--- config.mk ---
export PLATFORM = sky130hd
export DESIGN_NAME = distortion_pipe
export DESIGN_NICKNAME = d
export VERILOG_FILES = /design/src/rtl/dist_pkg.sv /design/src/rtl/dist_shaper.sv /design/src/rtl/distortion_pipe.sv
export SDC_FILE = /design/constraint.sdc
export NUM_CORES = 2
export LEC_CHECK = 0
export CAP_MARGIN = 0
export CELL_PAD_IN_SITES_DETAIL_PLACEMENT = 0
export CELL_PAD_IN_SITES_GLOBAL_PLACEMENT = 1
export CORE_ASPECT_RATIO = 0.8
export CORE_MARGIN = 2
export CORE_UTILIZATION = 44
export CTS_BUF_LIST = sky130_fd_sc_hd__clkbuf_8
export CTS_CLUSTER_SIZE = 28
export DETAILED_ROUTE_END_ITERATION = 8
export PLACE_DENSITY = 0.81
export RECOVER_POWER = 25
export SLEW_MARGIN = 30
export SYNTH_ARGS = -nofsm -noshare
export SYNTH_HDL_FRONTEND = slang
export SYNTH_HIERARCHICAL = 1
export SYNTH_SLANG_ARGS = --single-unit
--- constraint.sdc ---
create_clock -name clk -period 8.3 [get_ports clk]
set_clock_uncertainty 0.1 [all_clocks]
set_input_delay 2.49 -clock clk [delete_from_list [all_inputs] [get_ports clk]]
set_output_delay 2.49 -clock clk [all_outputs]
set_load 0.01 [all_outputs]
--- src/rtl/dist_pkg.sv ---
// dist_pkg: mode encoding, per-beat config and range helpers for distortion_pipe.
// DIST_SOFTCLIP_EN (used by dist_shaper) turns mode 4 into a soft knee.
package dist_pkg;
    localparam int DIST_DATA_W = 16;
    localparam int DIST_GAIN_W = 12;

    typedef enum logic [2:0] {
        MODE_BYPASS    = 3'd0,
        MODE_HARD      = 3'd1,
        MODE_HALF_RECT = 3'd2,
        MODE_FULL_RECT = 3'd3,
        MODE_SOFT      = 3'd4
    } dist_mode_t;

    typedef struct packed {
        dist_mode_t             mode;
        logic [DIST_GAIN_W-1:0] gain;
        logic [DIST_DATA_W-1:0] thresh;
    } dist_cfg_t;

    function automatic int DIST_MAX(input int w);
        return (1 << (w - 1)) - 1;
    endfunction

    function automatic int DIST_MIN(input int w);
        return -(1 << (w - 1));
    endfunction
endpackage

--- src/rtl/dist_shaper.sv ---
// dist_shaper: combinational waveshaping and symmetric saturation for one channel.
// With DIST_SOFTCLIP_EN mode 4 applies a soft knee at T/2; without it mode 4 is HARD.
module dist_shaper
    import dist_pkg::*;
#(
    parameter int DATA_W = 16,
    parameter int PW     = 29
) (
    input  logic [2:0]           mode_i,
    input  logic [DATA_W-1:0]    thresh_i,
    input  logic [DATA_W-1:0]    x_i,
    input  logic signed [PW-1:0] v_i,
    output logic [DATA_W-1:0]    y_o,
    output logic                 clip_o
);
    localparam logic signed [PW-1:0] MAX = PW'(DIST_MAX(DATA_W));

    logic signed [PW-1:0] t, a, hc, sa, r;
    logic byp, hard, half, full;
`ifdef DIST_SOFTCLIP_EN
    logic signed [PW-1:0] h, k, kc;
    logic knee;
    assign knee = mode_i == MODE_SOFT;
    assign hard = mode_i == MODE_HARD;
`else
    assign hard = mode_i == MODE_HARD || mode_i == MODE_SOFT;
`endif
    assign half = mode_i == MODE_HALF_RECT;
    assign full = mode_i == MODE_FULL_RECT;
    assign byp  = mode_i == MODE_BYPASS || mode_i > MODE_SOFT;

    always_comb begin
        // any threshold with the top bit set exceeds the positive full scale
        t  = thresh_i[DATA_W-1] ? MAX : $signed({{(PW-DATA_W){1'b0}}, thresh_i});
        a  = v_i[PW-1] ? -v_i : v_i;
        hc = (v_i > t) ? t : (v_i < -t) ? -t : v_i;
        sa = (a > MAX) ? MAX : a;
        r  = hard ? hc : half ? (v_i[PW-1] ? '0 : ((v_i > MAX) ? MAX : v_i)) : sa;
`ifdef DIST_SOFTCLIP_EN
        h  = t >>> 1;
        k  = (a <= h) ? a : h + ((a - h) >>> 2);
        kc = (k > t) ? t : k;
        r  = knee ? (v_i[PW-1] ? -kc : kc) : r;
`endif
    end

    assign y_o    = byp ? x_i : r[DATA_W-1:0];
    assign clip_o = !byp && ((half || full) ? ((half ? v_i : a) > MAX) : (r != v_i));
endmodule

--- src/rtl/distortion_pipe.sv ---
// distortion_pipe: 3-stage gain -> waveshape -> saturate stage with valid/ready on both sides.
// Define DIST_SOFTCLIP_EN to give mode 4 a soft knee; otherwise mode 4 behaves as HARD.
module distortion_pipe
    import dist_pkg::*;
#(
    parameter int DATA_W    = 16,
    parameter int NUM_CH    = 2,
    parameter int GAIN_W    = 12,
    parameter int FRAC_BITS = 6,
    parameter int CNT_W     = 16
) (
    input  logic                     clk,
    input  logic                     rst,
    input  logic                     in_valid,
    output logic                     in_ready,
    input  logic [NUM_CH*DATA_W-1:0] in_data,
    output logic                     out_valid,
    input  logic                     out_ready,
    output logic [NUM_CH*DATA_W-1:0] out_data,
    input  logic [2:0]               cfg_mode,
    input  logic [GAIN_W-1:0]        cfg_gain,
    input  logic [DATA_W-1:0]        cfg_thresh,
    input  logic                     clip_clr,
    output logic [CNT_W-1:0]         clip_cnt
);
    localparam int PW = DATA_W + GAIN_W + 1;

    logic                     adv, v1_q, v2_q, out_valid_q, clip3_q, clip_d;
    logic [NUM_CH*DATA_W-1:0] x1_q, x2_q, out_data_q, y_d;
    logic [NUM_CH*PW-1:0]     p_d, p2_q;
    logic [NUM_CH-1:0]        clip_ch;
    logic [GAIN_W-1:0]        gain1;
    logic [2:0]               mode2_q;
    logic [DATA_W-1:0]        thresh2_q;
    logic [CNT_W-1:0]         cnt_q, cnt_d;
    dist_cfg_t                cfg1_q;

    assign adv       = !out_valid_q || out_ready;
    assign in_ready  = adv && !rst;
    assign out_valid = out_valid_q;
    assign out_data  = out_data_q;
    assign clip_cnt  = cnt_q;
    assign gain1     = GAIN_W'(cfg1_q.gain);
    assign clip_d    = |clip_ch;
    // a clear in the same cycle as a counted beat wins
    assign cnt_d = clip_clr ? '0 :
                   (out_valid_q && out_ready && clip3_q && !(&cnt_q)) ? cnt_q + CNT_W'(1) : cnt_q;

    for (genvar c = 0; c < NUM_CH; c++) begin : g_ch
        logic signed [PW-1:0] xe, ge, pr;
        assign xe = {{(GAIN_W+1){x1_q[c*DATA_W+DATA_W-1]}}, x1_q[c*DATA_W +: DATA_W]};
        assign ge = {{(DATA_W+1){1'b0}}, gain1};
        assign pr = xe * ge;
        assign p_d[c*PW +: PW] = pr >>> FRAC_BITS;

        dist_shaper #(.DATA_W(DATA_W), .PW(PW)) u_shaper (
            .mode_i  (mode2_q),
            .thresh_i(thresh2_q),
            .x_i     (x2_q[c*DATA_W +: DATA_W]),
            .v_i     ($signed(p2_q[c*PW +: PW])),
            .y_o     (y_d[c*DATA_W +: DATA_W]),
            .clip_o  (clip_ch[c])
        );
    end

    always_ff @(posedge clk or posedge rst) begin
        if (rst) begin
            v1_q        <= 1'b0;
            v2_q        <= 1'b0;
            out_valid_q <= 1'b0;
            clip3_q     <= 1'b0;
            x1_q        <= '0;
            x2_q        <= '0;
            out_data_q  <= '0;
            p2_q        <= '0;
            cfg1_q      <= '0;
            mode2_q     <= '0;
            thresh2_q   <= '0;
        end else if (adv) begin
            v1_q        <= in_valid;
            x1_q        <= in_data;
            cfg1_q      <= '{mode: dist_mode_t'(cfg_mode), gain: DIST_GAIN_W'(cfg_gain),
                             thresh: DIST_DATA_W'(cfg_thresh)};
            v2_q        <= v1_q;
            x2_q        <= x1_q;
            p2_q        <= p_d;
            mode2_q     <= cfg1_q.mode;
            thresh2_q   <= DATA_W'(cfg1_q.thresh);
            out_valid_q <= v2_q;
            out_data_q  <= y_d;
            clip3_q     <= v2_q && clip_d;
        end
    end

    always_ff @(posedge clk or posedge rst) begin
        if (rst) cnt_q <= '0;
        else     cnt_q <= cnt_d;
    end
endmodule

After elaboration in Yosys (flattened, before gate mapping)
Index checks and enable logic that the tools add are counted.
{"block": "classes", "n_eq_ne": 6, "n_reduce_logical": 19, "multipliers": 2, "magnitude_cmp": 11, "shift": 0, "div_mod_pow": 0, "add_sub_neg": 4, "mux": 25, "bitwise": 0}
{"op": "two-way mux 29 bit", "count": 14}
{"op": "> comparator 29 x 16 -> 1 bit (second input constant)", "count": 5}
{"op": "two-way mux 28 bit", "count": 4}
{"op": "two-way mux 16 bit", "count": 4}
{"op": "multiplier 16 x 13 -> 29 bit", "count": 2}
{"op": "negator 29 bit", "count": 2}
{"op": "> comparator 29 x 16 -> 1 bit", "count": 1}
{"op": "< comparator 23 x 29 -> 1 bit", "count": 1}
{"op": "< comparator 29 bit", "count": 1}
{"op": "!= test 29 x 23 -> 1 bit", "count": 1}
{"op": "!= test 29 bit", "count": 1}
{"op": "negator 23 -> 29 bit", "count": 1}
{"op": "> comparator 23 x 16 -> 1 bit", "count": 1}
{"op": "> comparator 23 x 16 -> 1 bit (second input constant)", "count": 1}
{"op": "adder 16 x 1 -> 16 bit (second input constant)", "count": 1}
{"op": "AND reduction 16 bit", "count": 1}
{"op": "two-way mux 15 bit", "count": 1}
{"op": "logical AND 1 bit", "count": 7}
{"op": "equality test 3 x 2 -> 1 bit (second input constant)", "count": 2}
{"op": "logical NOT 1 bit", "count": 4}
{"op": "logical OR 1 bit", "count": 4}
{"op": "equality test 3 x 1 -> 1 bit (second input constant)", "count": 1}
{"op": "equality test 3 bit (second input constant)", "count": 1}
{"op": "> comparator 3 bit (second input constant)", "count": 1}
{"op": "other kinds (4)", "count": 5}
{"block": "word_totals", "mem_bits_rw": 0, "latchBits": 0, "rom_bits": 0, "input_bits": 68, "mem_count": 0, "output_inout_bits": 50, "ff_bits": 218}

Longest topological paths before layout
{"block": "logic_depth", "depth_word": 11, "ltp_mapped": 23, "mapped_depth_nobuf": 21}

Hierarchy
Netlist, hierarchy kept.
{"module": "distortion_pipe", "cells_per_inst": 2487, "area_per_inst_um2": 21942.3, "seq_area_each_um2": 5305.1, "n_inst": 1}
{"module": "dist_shaper", "cells_per_inst": 688, "area_per_inst_um2": 4269.1, "seq_area_each_um2": 0.0, "n_inst": 2}

Worst setup path after synthesis
Ideal clock, no wire load.
{"block": "synth_timing", "path_kind": "flip-flop to flip-flop", "startpoint": "register x1_q[19]", "endpoint": "register, netlist name p2_q[51]", "path_buffers": 1, "arrival_time_ps": 5707, "setup_slack_ps": 2356, "setup_ps": 137, "required_ps": 8063, "path_stages_with_launch": 22, "cell_sequence": "dfrtp_1 > clkbuf_1 > and2_1 > fa_1 > inv_1 > fa_1 > inv_1 > fa_1 > fa_1 > inv_1 > fa_1 > inv_1 > ha_1 > nand4_1 > nor2_1 > a2111oi_2 > a31oi_1 > a221o_1 > a211o_1 > o31a_1 > xnor2_1 > a21oi_1"}
{"block": "synth_between", "elab_chain_len": 1}
{"element": "from (decl)", "line": "distortion_pipe.sv:29", "source": "logic [NUM_CH*DATA_W-1:0] x1_q, x2_q, out_data_q, y_d;"}
{"element": "from (signal assigned)", "line": "distortion_pipe.sv:81", "source": "x1_q <= in_data;"}
{"element": "multiplier 16 x 13 -> 29 bit", "line": "distortion_pipe.sv:53", "source": "assign pr = xe * ge;"}
Every way passes these cells.
A chain may end at the register's enable or synchronous reset.

Worst setup path in the final report
{"block": "layout_timing", "startpoint": "input out_ready", "endpoint": "output in_ready"}
{"block": "layout_between", "elab_chain_len": 2}
{"element": "from (decl)", "line": "distortion_pipe.sv:18", "source": "input logic out_ready,"}
{"element": "logical OR 1 bit", "line": "distortion_pipe.sv:38", "source": "assign adv = !out_valid_q || out_ready;"}
{"element": "logical AND 1 bit", "line": "distortion_pipe.sv:39", "source": "assign in_ready = adv && !rst;"}
{"element": "to (decl)", "line": "distortion_pipe.sv:15", "source": "output logic in_ready,"}
Every way passes these cells.

==> metrics.txt <==
# TYPE chip_impl_metric gauge
chip_impl_metric{name="finalCriticalPeriod",unit="ns"} 7.792
chip_impl_metric{name="post-synth-top-area-fraction",unit="%"} 23.25
chip_impl_metric{name="die-height",unit="um"} 239.4
chip_impl_metric{name="grt_start_max_net_pins",unit=""} 179
chip_impl_metric{name="floorplan.die.width",unit="um"} 298.3
chip_impl_metric{name="post-route-drc-count",unit=""} 0
chip_impl_info{name="cts_tree",value="done"} 1
chip_impl_metric{name="tns",unit="ns"} 0
chip_impl_metric{name="layout_worst_path_cycle_share",unit="%"} 93.89
chip_impl_metric{name="max_slew.worst_pin.slew",unit="ns"} 2.026
chip_impl_metric{name="post_synth_xor_xnor_area",unit="%"} 2.557
chip_impl_metric{name="postSynthCellCount",unit=""} 3863
chip_impl_metric{name="synth-edff-count",unit=""} 0
chip_impl_metric{name="report.final.slew_viol_count",unit=""} 32
chip_impl_metric{name="critical_path.max_fanout",unit=""} 31
chip_impl_metric{name="num_vias",unit=""} 26810
chip_impl_info{name="cp-start-kind",value="input port"} 1
chip_impl_metric{name="slew_headroom",unit="%"} -35.37
chip_impl_metric{name="globalRouteOverflowTotal",unit=""} 0
chip_impl_metric{name="antenna_violating_nets_post_route",unit=""} 0
chip_impl_info{name="cell_types_with_the_highest_counts_after_synthesis",value="sky130_fd_sc_hd__nand2_1 (777), sky130_fd_sc_hd__inv_1 (538), sky130_fd_sc_hd__fa_1 (354), sky130_fd_sc_hd__nor2_1 (255), sky130_fd_sc_hd__ha_1 (215)"} 1
chip_impl_info{name="synthMostInstantiatedCell",value="sky130_fd_sc_hd__nand2_1"} 1
chip_impl_metric{name="drive_gt1_share",unit="%"} 4.725
chip_impl_info{name="setup_repair_after_global_routing_missed_its_margin",value="no"} 1
chip_impl_metric{name="post_drt_via_cell_ratio",unit=""} 5.587
chip_impl_info{name="status",value="finished, violations left"} 1
chip_impl_metric{name="areaGrowthSynthToFinish",unit="%"} 8.752
chip_impl_metric{name="fraction_of_the_mapped_netlist_area_in_compound_gates",unit="%"} 13.23
chip_impl_metric{name="initial_core_utilization",unit="%"} 44.33
chip_impl_metric{name="clock_edge_transition_at_the_registers_on_the_reported_setup_and_hold_paths",unit="ns"} 0.06
chip_impl_info{name="yosys.area.top_type",value="sky130_fd_sc_hd__fa_1"} 1
chip_impl_metric{name="first_global_vias",unit=""} 25740
chip_impl_info{name="synth_top_family_by_area",value="adder cells"} 1
chip_impl_metric{name="clock.fmax",unit="MHz"} 128.3
chip_impl_metric{name="num-nets-final",unit=""} 4483
chip_impl_metric{name="yosys_register_bits",unit=""} 212
chip_impl_metric{name="cts_hold_repair.buffers",unit=""} 0
chip_impl_metric{name="cts_setup_buffers",unit=""} 0
chip_impl_metric{name="placement_rows",unit=""} 86
chip_impl_metric{name="place.port_buffers",unit=""} 117
chip_impl_metric{name="place.gp.congestion",unit=""} 0.9893
chip_impl_metric{name="worst-endpoint-required",unit="ns"} 5.71
chip_impl_metric{name="post_synthesis_net_count",unit=""} 4500
chip_impl_metric{name="synth_area_in_adders",unit="%"} 32.08
chip_impl_info{name="hp-class",value="register to register"} 1
chip_impl_metric{name="report.final.hold_viol_count",unit=""} 0
chip_impl_metric{name="synth.area.mux_share",unit="%"} 0.5747
chip_impl_info{name="failed_checks",value="max-capacitance violations, max-slew violations"} 1
chip_impl_info{name="cts-root-buf",value="sky130_fd_sc_hd__clkbuf_8"} 1
chip_impl_metric{name="die_area",unit="sq um"} 71410
chip_impl_metric{name="grt_antenna_before_repair",unit=""} 1
chip_impl_metric{name="max-clock-path-buffers",unit=""} 3
chip_impl_metric{name="drt_pass1_iterations",unit=""} 7
chip_impl_metric{name="postSynth.asyncResetShare",unit="%"} 100.0
chip_impl_metric{name="detailedPlacementHpwl",unit="mm"} 70.78
chip_impl_info{name="timing_worst_setup_path_type",value="input port to output pin"} 1
chip_impl_metric{name="cp.arrival",unit="ns"} 5.20
chip_impl_metric{name="clock_sink_count",unit=""} 212
chip_impl_metric{name="clock_insertion_delay_worst_skew",unit="ns"} 0.65
chip_impl_metric{name="synth_warnings",unit=""} 6
chip_impl_metric{name="cts_made_buffers",unit=""} 39
chip_impl_metric{name="synth_simple_gate_area_share",unit="%"} 24.47
chip_impl_metric{name="post_synth_instance_area",unit="sq um"} 30480
chip_impl_metric{name="synth-seq-area-share",unit="%"} 17.40
chip_impl_info{name="synth_top_cells_by_area",value="sky130_fd_sc_hd__fa_1 (23%), sky130_fd_sc_hd__dfrtp_1 (17%), sky130_fd_sc_hd__nand2_1 (9.6%), sky130_fd_sc_hd__ha_1 (8.8%), sky130_fd_sc_hd__inv_1 (6.6%)"} 1
chip_impl_metric{name="setup-violations-final",unit=""} 0
chip_impl_metric{name="cts-resized-gates",unit=""} 0
chip_impl_info{name="synth_flop_type",value="sky130_fd_sc_hd__dfrtp_1"} 1
chip_impl_metric{name="route.final.wire_length",unit="mm"} 93.24
chip_impl_metric{name="floorplan.io_pins",unit=""} 118
chip_impl_metric{name="initial_detailed_routing_violation_count",unit=""} 2434
chip_impl_info{name="endpoint_kind",value="output pin"} 1
chip_impl_metric{name="grt_pass1_wl",unit="mm"} 148.9
chip_impl_metric{name="synthesis.area_per_instance",unit="sq um"} 7.890
chip_impl_metric{name="clock_tree.htree_level_count",unit=""} 2
chip_impl_metric{name="grt_util_all_layers",unit="%"} 26.33
chip_impl_metric{name="yosysUniqueCellTypes",unit=""} 85
chip_impl_metric{name="max_cap_viol",unit=""} 1
chip_impl_metric{name="coreArea",unit="sq um"} 68760
chip_impl_metric{name="wl_per_instance",unit="um"} 19.43
-- per-layer routing --
metal	global-route usage [%]	wire length, um	vias to the layer above
met5	0	0	-
met4	5.756	1784	0
met3	5.397	8369	126
met2	36.51	36900	1063
met1	41.49	46190	13020
li1	-	-	12600
-- critical path, cell delays in order --
cell and delay (ns):
sky130_fd_sc_hd__dlygate4sd3_1 0.57, sky130_fd_sc_hd__nor2b_1 1.52, sky130_fd_sc_hd__nor2_1 0.06, sky130_fd_sc_hd__clkdlybuf4s50_1 0.55
-- registers in the layout, indices dropped and copies added (netlist names) --
signal	count
p2_q	46
thresh2_q	16
v2_q	1
x1_q	32
gain1	12
v1_q	1
cfg1_q	19
clip3_q	1
out_data	32
mode2_q	3
out_valid	1
clip_cnt	16
x2_q	32
-- layout by cell type, fill, tap and decap left out, drive strengths merged, types with 14 or more instances in the layout --
cell type,netlist,routed
a211oi,30,30
a21o,14,14
a21oi,177,177
a31oi,41,41
and2,199,199
buf,24,55
clkbuf,209,48
clkdlybuf4s50,0,115
dfrtp,212,212
fa,354,354
ha,215,215
inv,538,551
nand2,777,777
nand2b,19,19
nand3,58,58
nand4,44,44
nor2,255,255
nor2b,16,16
nor3,58,58
nor4,50,50
o211ai,21,21
o21a,15,15
o21ai,114,114
o221ai,14,14
o22ai,20,20
o31ai,18,18
or2,17,17
or3,33,33
or4,20,20
xnor2,44,44
xor2,45,45
-- cell families after synthesis --
group	after synthesis
AND/OR/NAND/NOR	1598
buffers and inverters	773
AO/OA/AOI/OAI	605
adder cells (fa/ha/maj)	569
flip-flops	212
XOR/XNOR	89
multiplexers	17
-- final cells by class --
| class | count | area, sq um |
|---|---|---|
| repair buffers | 175 | 1628 |
| fillers | 6751 | 35610 |
| clock inverters | 23 | 150.1 |
| multi-input cells | 2878 | 22260 |
| flip-flops and latches | 212 | 5309 |
| inverters | 540 | 2028 |
| clock buffers | 45 | 619.3 |
| diodes | 1 | 2.502 |
| well taps | 924 | 1156 |
-- metrics by stage --
stage / instance area, sq um / worst slack (ns) / hold slack, ns / cells / utilization (%)
2_1_floorplan: 30480 / 2.356 / 0.3309 / 3863 / -
3_3_place_gp: 32380 / 1.334 / 0.3435 / 4728 / 47.09
3_5_place_dp: 32380 / 1.146 / 0.3487 / 4728 / 47.09
4_1_cts: 33150 / 1.140 / 0.3629 / 4796 / 48.21
5_1_grt: 33150 / 0.2201 / 0.3761 / 4798 / 48.21
6_report: 33150 / 0.5075 / 0.3599 / 4798 / 48.21
-- path summary, 6_finish.rpt --
path | startpoint | end | slack (ns) | depth (start not counted)
max | out_ready | in_ready | 0.51 | 4
min | x2_q[17]$_DFFE_PP0N_ | x2_q[17]$_DFFE_PP0N_ | 0.36 | 2
max reg2reg | thresh2_q[15]$_DFFE_PP0N_ | clip3_q$_DFFE_PP0N_ | 0.86 | 19
min reg2reg | x2_q[17]$_DFFE_PP0N_ | x2_q[17]$_DFFE_PP0N_ | 0.36 | 2
max in group asynchronous | rst | out_data[4]$_DFFE_PP0N_ | 4.08 | 3
min in group asynchronous | rst | out_data[23]$_DFFE_PP0N_ | 2.51 | 2
Power is not shown: default switching activity piles up to over one toggle a cycle in this logic, so the estimate is an artifact.
